### src/rtl/byte_pack_pkg.sv
// Shared constants and helpers for the byte_pack stream packer.
package byte_pack_pkg;

  localparam int BYTE_W = 8;
  localparam int MAX_N  = 64;

  // Low-aligned mask with cnt+1 ones, clipped to n lanes.
  function automatic logic [MAX_N-1:0] keep_mask(input int unsigned cnt, input int unsigned n);
    logic [MAX_N-1:0] m;
    m = '0;
    for (int unsigned i = 0; i < MAX_N; i++) begin
      if (i <= cnt && i < n) m[i] = 1'b1;
    end
    return m;
  endfunction

endpackage

### src/rtl/byte_pack_if.sv
// Byte-in / word-out stream bundle for byte_pack; master is the side that feeds bytes and takes words.
interface byte_pack_if #(parameter int n = 5);
  import byte_pack_pkg::*;

  localparam int nb = n * BYTE_W;

  logic [BYTE_W-1:0] in_tdata;
  logic              in_tvalid;
  logic              in_tlast;
  logic              in_tready;
  logic [nb-1:0]     out_tdata;
  logic [n-1:0]      out_tkeep;
  logic              out_tlast;
  logic              out_tvalid;
  logic              out_tready;
  logic [15:0]       pkt_cnt;

  modport master (
    output in_tdata, in_tvalid, in_tlast, out_tready,
    input  in_tready, out_tdata, out_tkeep, out_tlast, out_tvalid, pkt_cnt
  );

  modport slave (
    input  in_tdata, in_tvalid, in_tlast, out_tready,
    output in_tready, out_tdata, out_tkeep, out_tlast, out_tvalid, pkt_cnt
  );

endinterface

### src/rtl/byte_pack.sv
// Packs n consecutive bytes into one word; a short tail word is zero-padded and flagged via out_tkeep.
// Output is a single register stage; ready passes straight through from downstream.
module byte_pack #(
  parameter int n = 5
) (
  input  logic        aclk,
  input  logic        areset,
  byte_pack_if.slave  bus
);
  import byte_pack_pkg::*;

  localparam int nb    = n * BYTE_W;
  localparam int CNT_W = (n > 1) ? $clog2(n) : 1;

  logic [CNT_W-1:0] acc_cnt;
  logic [nb-1:0]    acc_data;
  logic [n-1:0]     acc_keep;

  logic [nb-1:0]    out_data;
  logic [n-1:0]     out_keep;
  logic             out_last;
  logic             out_valid;
  logic [15:0]      pkt_cnt_q;

  logic             ready;
  logic             accept;
  logic             deliver;
  logic             complete;
  logic [nb-1:0]    ins_data;
  logic [n-1:0]     ins_keep;
  logic [n-1:0]     keep_nxt;

  assign ready    = ~areset & (~out_valid | bus.out_tready);
  assign accept   = bus.in_tvalid & ready;
  assign deliver  = out_valid & bus.out_tready;
  assign complete = (acc_cnt == CNT_W'(n - 1)) | bus.in_tlast;
  assign keep_nxt = n'(keep_mask(32'(acc_cnt), n));

  // Accumulator with the incoming byte dropped into lane acc_cnt; lanes above it read as zero.
  // NOTE: every variable gets a default at the top of always_comb so no path leaves it unassigned (no latch).
  always_comb begin
    ins_data = '0;
    ins_keep = '0;
    for (int i = 0; i < n; i++) begin
      if (i < int'(acc_cnt)) begin
        ins_data[i*BYTE_W +: BYTE_W] = acc_data[i*BYTE_W +: BYTE_W];
        ins_keep[i]                  = acc_keep[i];
      end else if (i == int'(acc_cnt)) begin
        ins_data[i*BYTE_W +: BYTE_W] = bus.in_tdata;
        ins_keep[i]                  = 1'b1;
      end
    end
  end

  // NOTE: reset is synchronous here -- sampled only on the rising edge, never in the sensitivity list.
  // NOTE: state uses non-blocking assignments so every flop samples pre-edge values.
  always_ff @(posedge aclk) begin
    if (areset) begin
      acc_cnt   <= '0;
      acc_data  <= '0;
      acc_keep  <= '0;
      out_data  <= '0;
      out_keep  <= '0;
      out_last  <= 1'b0;
      out_valid <= 1'b0;
      pkt_cnt_q <= '0;
    end else begin
      if (deliver) begin
        out_valid <= 1'b0;
        if (out_last) pkt_cnt_q <= pkt_cnt_q + 16'd1;
      end
      // A load in the same cycle as a deliver overrides the clear of out_valid above.
      if (accept) begin
        if (complete) begin
          out_data  <= ins_data;
          out_keep  <= ins_keep;
          out_last  <= bus.in_tlast;
          out_valid <= 1'b1;
          acc_cnt   <= '0;
          acc_data  <= '0;
          acc_keep  <= '0;
        end else begin
          acc_data  <= ins_data;
          acc_keep  <= keep_nxt;
          acc_cnt   <= acc_cnt + 1'b1;
        end
      end
    end
  end

  assign bus.in_tready  = ready;
  assign bus.out_tdata  = out_data;
  assign bus.out_tkeep  = out_keep;
  assign bus.out_tlast  = out_last;
  assign bus.out_tvalid = out_valid;
  assign bus.pkt_cnt    = pkt_cnt_q;

endmodule

### src/flat_wrapper.sv
// flat-port wrapper written by rule: the top's interface ports become plain ports
module byte_pack_flat import byte_pack_pkg::*;
#(
  parameter int n = 5
)
  (aclk, areset, bus_in_tdata, bus_in_tvalid, bus_in_tlast, bus_out_tready, bus_in_tready, bus_out_tdata, bus_out_tkeep, bus_out_tlast, bus_out_tvalid, bus_pkt_cnt);
  byte_pack_if #(.n(n)) bus_i ();
  input  logic aclk;
  input  logic areset;
  input wire logic [$bits(bus_i.in_tdata)-1:0] bus_in_tdata;
  input wire logic [$bits(bus_i.in_tvalid)-1:0] bus_in_tvalid;
  input wire logic [$bits(bus_i.in_tlast)-1:0] bus_in_tlast;
  input wire logic [$bits(bus_i.out_tready)-1:0] bus_out_tready;
  output wire logic [$bits(bus_i.in_tready)-1:0] bus_in_tready;
  output wire logic [$bits(bus_i.out_tdata)-1:0] bus_out_tdata;
  output wire logic [$bits(bus_i.out_tkeep)-1:0] bus_out_tkeep;
  output wire logic [$bits(bus_i.out_tlast)-1:0] bus_out_tlast;
  output wire logic [$bits(bus_i.out_tvalid)-1:0] bus_out_tvalid;
  output wire logic [$bits(bus_i.pkt_cnt)-1:0] bus_pkt_cnt;
  assign bus_i.in_tdata = bus_in_tdata;
  assign bus_i.in_tvalid = bus_in_tvalid;
  assign bus_i.in_tlast = bus_in_tlast;
  assign bus_i.out_tready = bus_out_tready;
  assign bus_in_tready = bus_i.in_tready;
  assign bus_out_tdata = bus_i.out_tdata;
  assign bus_out_tkeep = bus_i.out_tkeep;
  assign bus_out_tlast = bus_i.out_tlast;
  assign bus_out_tvalid = bus_i.out_tvalid;
  assign bus_pkt_cnt = bus_i.pkt_cnt;
  byte_pack #(.n(n)) u_core (.aclk(aclk), .areset(areset), .bus(bus_i));
endmodule
### config.mk
export PLATFORM = sky130hd
export DESIGN_NAME = byte_pack_flat
export DESIGN_NICKNAME = d
export VERILOG_FILES = /design/src/rtl/byte_pack_pkg.sv /design/src/rtl/byte_pack_if.sv /design/src/rtl/byte_pack.sv /design/src/flat_wrapper.sv
export SDC_FILE = /design/constraint.sdc
export NUM_CORES = 1
export LEC_CHECK = 0
export ABC_CLOCK_PERIOD_IN_PS = 6300
export CORE_MARGIN = 2
export CORE_UTILIZATION = 39
export DETAILED_ROUTE_END_ITERATION = 6
export PLACE_DENSITY = 0.62
export SKIP_LAST_GASP = 1
export SYNTH_ARGS = -nofsm -noshare
export SYNTH_HDL_FRONTEND = slang
export SYNTH_SLANG_ARGS = --single-unit
export TNS_END_PERCENT = 50
### constraint.sdc
create_clock -name aclk -period 6.3 [get_ports aclk]
set_clock_uncertainty 0.15 [all_clocks]
set_input_delay 0.63 -clock aclk [delete_from_list [all_inputs] [get_ports aclk]]
set_output_delay 0.63 -clock aclk [all_outputs]
set_load 0.05 [all_outputs]
==> out/metrics.csv <==
stage,metric,value,unit
pwr,p_per_area,232,nW/um^2
detailed_routing,drc,0,
floorplanning,start_util,40.0,%
sta,maxSlewViolCount,0,
placement,portBuffers,76,
clock_tree,h-tree-depth,3,
yosys,synth_edf_count,0,
sta,rsz0062_at_grt,false,
detailed_routing,drtPass1Iterations,5,
yosys,yosys_warnings,0,
sta,final-setup-viol-count,0,
min_path,min_from,u_core.acc_data[11],
sta,holdWs,0.298,ns
yosys,synth_cell_type_count,39,
global_routing,grt_use_total,18.7,%
clock_tree,post_cts_buffers,0,
clock_tree,cts_buffer_depth,2,
yosys,syn_area,4800,um^2
worst_setup_path,r2r_end,u_core.acc_data[21],
global_routing,antenna_found_initial,0,
global_routing,grt_pass1_vias,3948,
sta,fin_crit_sh,51.2,%
worst_setup_path,critPathArrivalTime,3.35,ns
min_path,hold_class,register to register,
worst_setup_path,reg2reg_slack,3.07,ns
pwr,p_leak,2.06,nW
worst_setup_path,start_kind,register,
finish,nets,638,
sta,max_freq,310,MHz
floorplanning,die-area,13200,um^2
status,outcome,"complete, no violations",
clock_tree,ctsHoldBuffers,0,
yosys,async_flop_share,0,%
detailed_routing,wl_per_cell,15.9,um
min_path,min_delay_worst_endpoint,u_core.acc_data[11],
min_path,hold_depth,2,
sta,setup_ws,3.07,ns
yosys,yosys.area.top_type,dfxtp_1,
global_routing,grt_max_degree,93,
yosys,syn_area_per_cell,8.38,um^2
yosys,synthCells,573,
worst_setup_path,r2r_start,u_core.acc_cnt[0],
yosys,synth_nets,592,
sta,tightestPinTransition,1.02,ns
placement,post-place-ws,3.09,ns
placement,gp_congestion,0.764,
global_routing,grt_pass1_wl,19800,um
sta,timing.setup.tns,0,ns
detailed_routing,vias,4253,
yosys,synth_top_cell_area_share,46.3,%
pwr,ir_worst_vdd,0.0964,mV
pwr,p_total,0.00136,W
yosys,ys.flop_type,dfxtp_1,
placement,dp_hpwl,7680,um
floorplanning,die_h,115,um
floorplanning,core,12000,um^2
finish,fin_util,48.8,%
sta,hold_violations,0,
finish,area_growth,22.2,%
worst_setup_path,rr_worst_depth,6,
finish,n_antenna_cell,0,
detailed_routing,routed_wl,12200,um
clock_tree,root_buffer,clkbuf_16,
worst_setup_path,endpoint_kind,register,
sta,relSlewSlack,31.9,%
floorplanning,rows,40,
yosys,synthTopCellsByArea,"dfxtp_1 (46%), o21ai_0 (5.8%), nand2_1 (4.6%)",
clock_tree,cts_made_buffers,9,
run,drv_cap,0,
sta,fin_crit,3.23,ns
clock_tree,cts.clk_slew.worst_paths,0.07,ns
clock_tree,ctsResizeCount,0,
finish,drive_above_1_share,7.06,%
worst_setup_path,path_max_fanout,18,
clock_tree,clk_latency,0.34,ns
floorplanning,ios,77,
worst_setup_path,crit_type,register to register,
clock_tree,cts_tree,done,
floorplanning,die_w,115,um
clock_tree,cts.sinks,111,
yosys,ys_seq_area_share,46.3,%
detailed_routing,drtAntennaViolNets,0,
worst_setup_path,cp.required,6.42,ns
yosys,ys_ff_latch,111,
detailed_routing,drt_iter0_drc,298,
detailed_routing,viasPerCell,5.52,
global_routing,grt_overflow_total,0,
==> per-layer routing <==
metal  global-route usage (%)  routed length (um)  share of wire, %
met1                     25.8                5710                47
met2                     29.0                5610                46
met3                     2.95                 595               4.9
met4                     8.51                 333               2.7
met5                        0                   0                 0
==> final cells by class <==
cell class / instances / area (um^2)
clock buffers: 11 / 243
clock inverters: 4 / 30.0
fillers: 1182 / 6150
inverters: 5 / 18.8
multi-input cells: 409 / 2360
flip-flops and latches: 111 / 2220
well taps: 147 / 184
repair buffers: 83 / 808
==> stage by stage <==
step                std cells  area, um^2
global route              770        5860
global placement          755        5590
detailed placement        755        5590
CTS                       770        5860
finish                    770        5860
floorplan                 573        4800
==> Yosys cell counts, types with 2 or more instances <==
library cell / instances
buf_1: 5
clkbuf_1: 28
or3_1: 5
o211ai_1: 8
mux2i_1: 6
xnor2_1: 4
o31ai_1: 9
nand2_1: 59
o21ai_0: 56
ha_1: 6
and2_1: 9
and3_1: 19
inv_1: 5
a31o_2: 17
nand4_1: 6
nor2b_1: 24
nor2_1: 49
a22oi_1: 16
a2bb2oi_1: 8
buf_2: 14
dfxtp_1: 111
a21o_1: 3
nand3_4: 2
and4_1: 3
nand3_1: 44
a21oi_1: 39
xor2_1: 6
==> cell usage in the layout (no fill, tap or decap), types with 4 or more instances in the layout <==
master             n
a21oi_1           39
a22oi_1           16
a2bb2oi_1          8
a31o_2            17
and2_1             9
and3_1            19
buf_4              7
clkbuf_16          9
clkdlybuf4s50_1   75
dfxtp_1          111
ha_1               6
inv_1              5
mux2i_1            6
nand2_1           59
nand3_1           44
nand4_1            6
nor2_1            49
nor2b_1           24
o211ai_1           8
o21ai_0           56
o31ai_1            9
or3_1              5
xnor2_1            4
xor2_1             6
==> registers in the layout, indices dropped and copies added, names as in the netlist <==
name,count
u_core.acc_data,40
u_core.acc_keep,5
u_core.acc_cnt,3
u_core.bus.out_tvalid,1
u_core.bus.out_tlast,1
u_core.bus.out_tkeep,5
u_core.bus.pkt_cnt,16
u_core.bus.out_tdata,40
==> critical path: stages, from the launching register on <==
cell     delay [ns]
dfxtp_1        0.68
inv_1          0.18
ha_1           0.39
a21oi_1        0.64
and4_1         0.74
o21ai_0        0.21
a21oi_1        0.17
==> worst max path at each step <==
stage	from	endpoint	slack, ns	cells past startpoint
6_report	u_core.acc_cnt[0]	u_core.acc_data[21]	3.07	6
5_1_grt	u_core.acc_cnt[0]	u_core.acc_data[19]	2.86	6
4_1_cts	bus_out_tready	bus_in_tready	3.09	4
3_5_place_dp	bus_out_tready	bus_in_tready	3.09	4
3_3_place_gp	bus_out_tready	bus_in_tready	3.11	4
2_1_floorplan	areset	bus_in_tready	3.76	4
==> logic make-up after synthesis <==
logic type                 share of synthesized area (%)
xor gates and xnor gates                            1.82
buffers and inverters                               4.59
AOI/OAI and AO/OA                                   20.5
adders and majority gates                           1.56
DFF                                                 46.3
and+or+nand+nor                                     24.0
muxes                                               1.25
==> power breakdown <==
| group | total, W | switching [W] | leakage, nW | internal [W] |
|---|---|---|---|---|
| Clock | 0.000538 | 0.000259 | 0.132 | 0.000280 |
| Sequential | 0.000716 | 0.00000692 | 0.896 | 0.000709 |
| Combinational | 0.000108 | 0.0000762 | 1.03 | 0.0000323 |
Power figures use the tool's default switching activity.
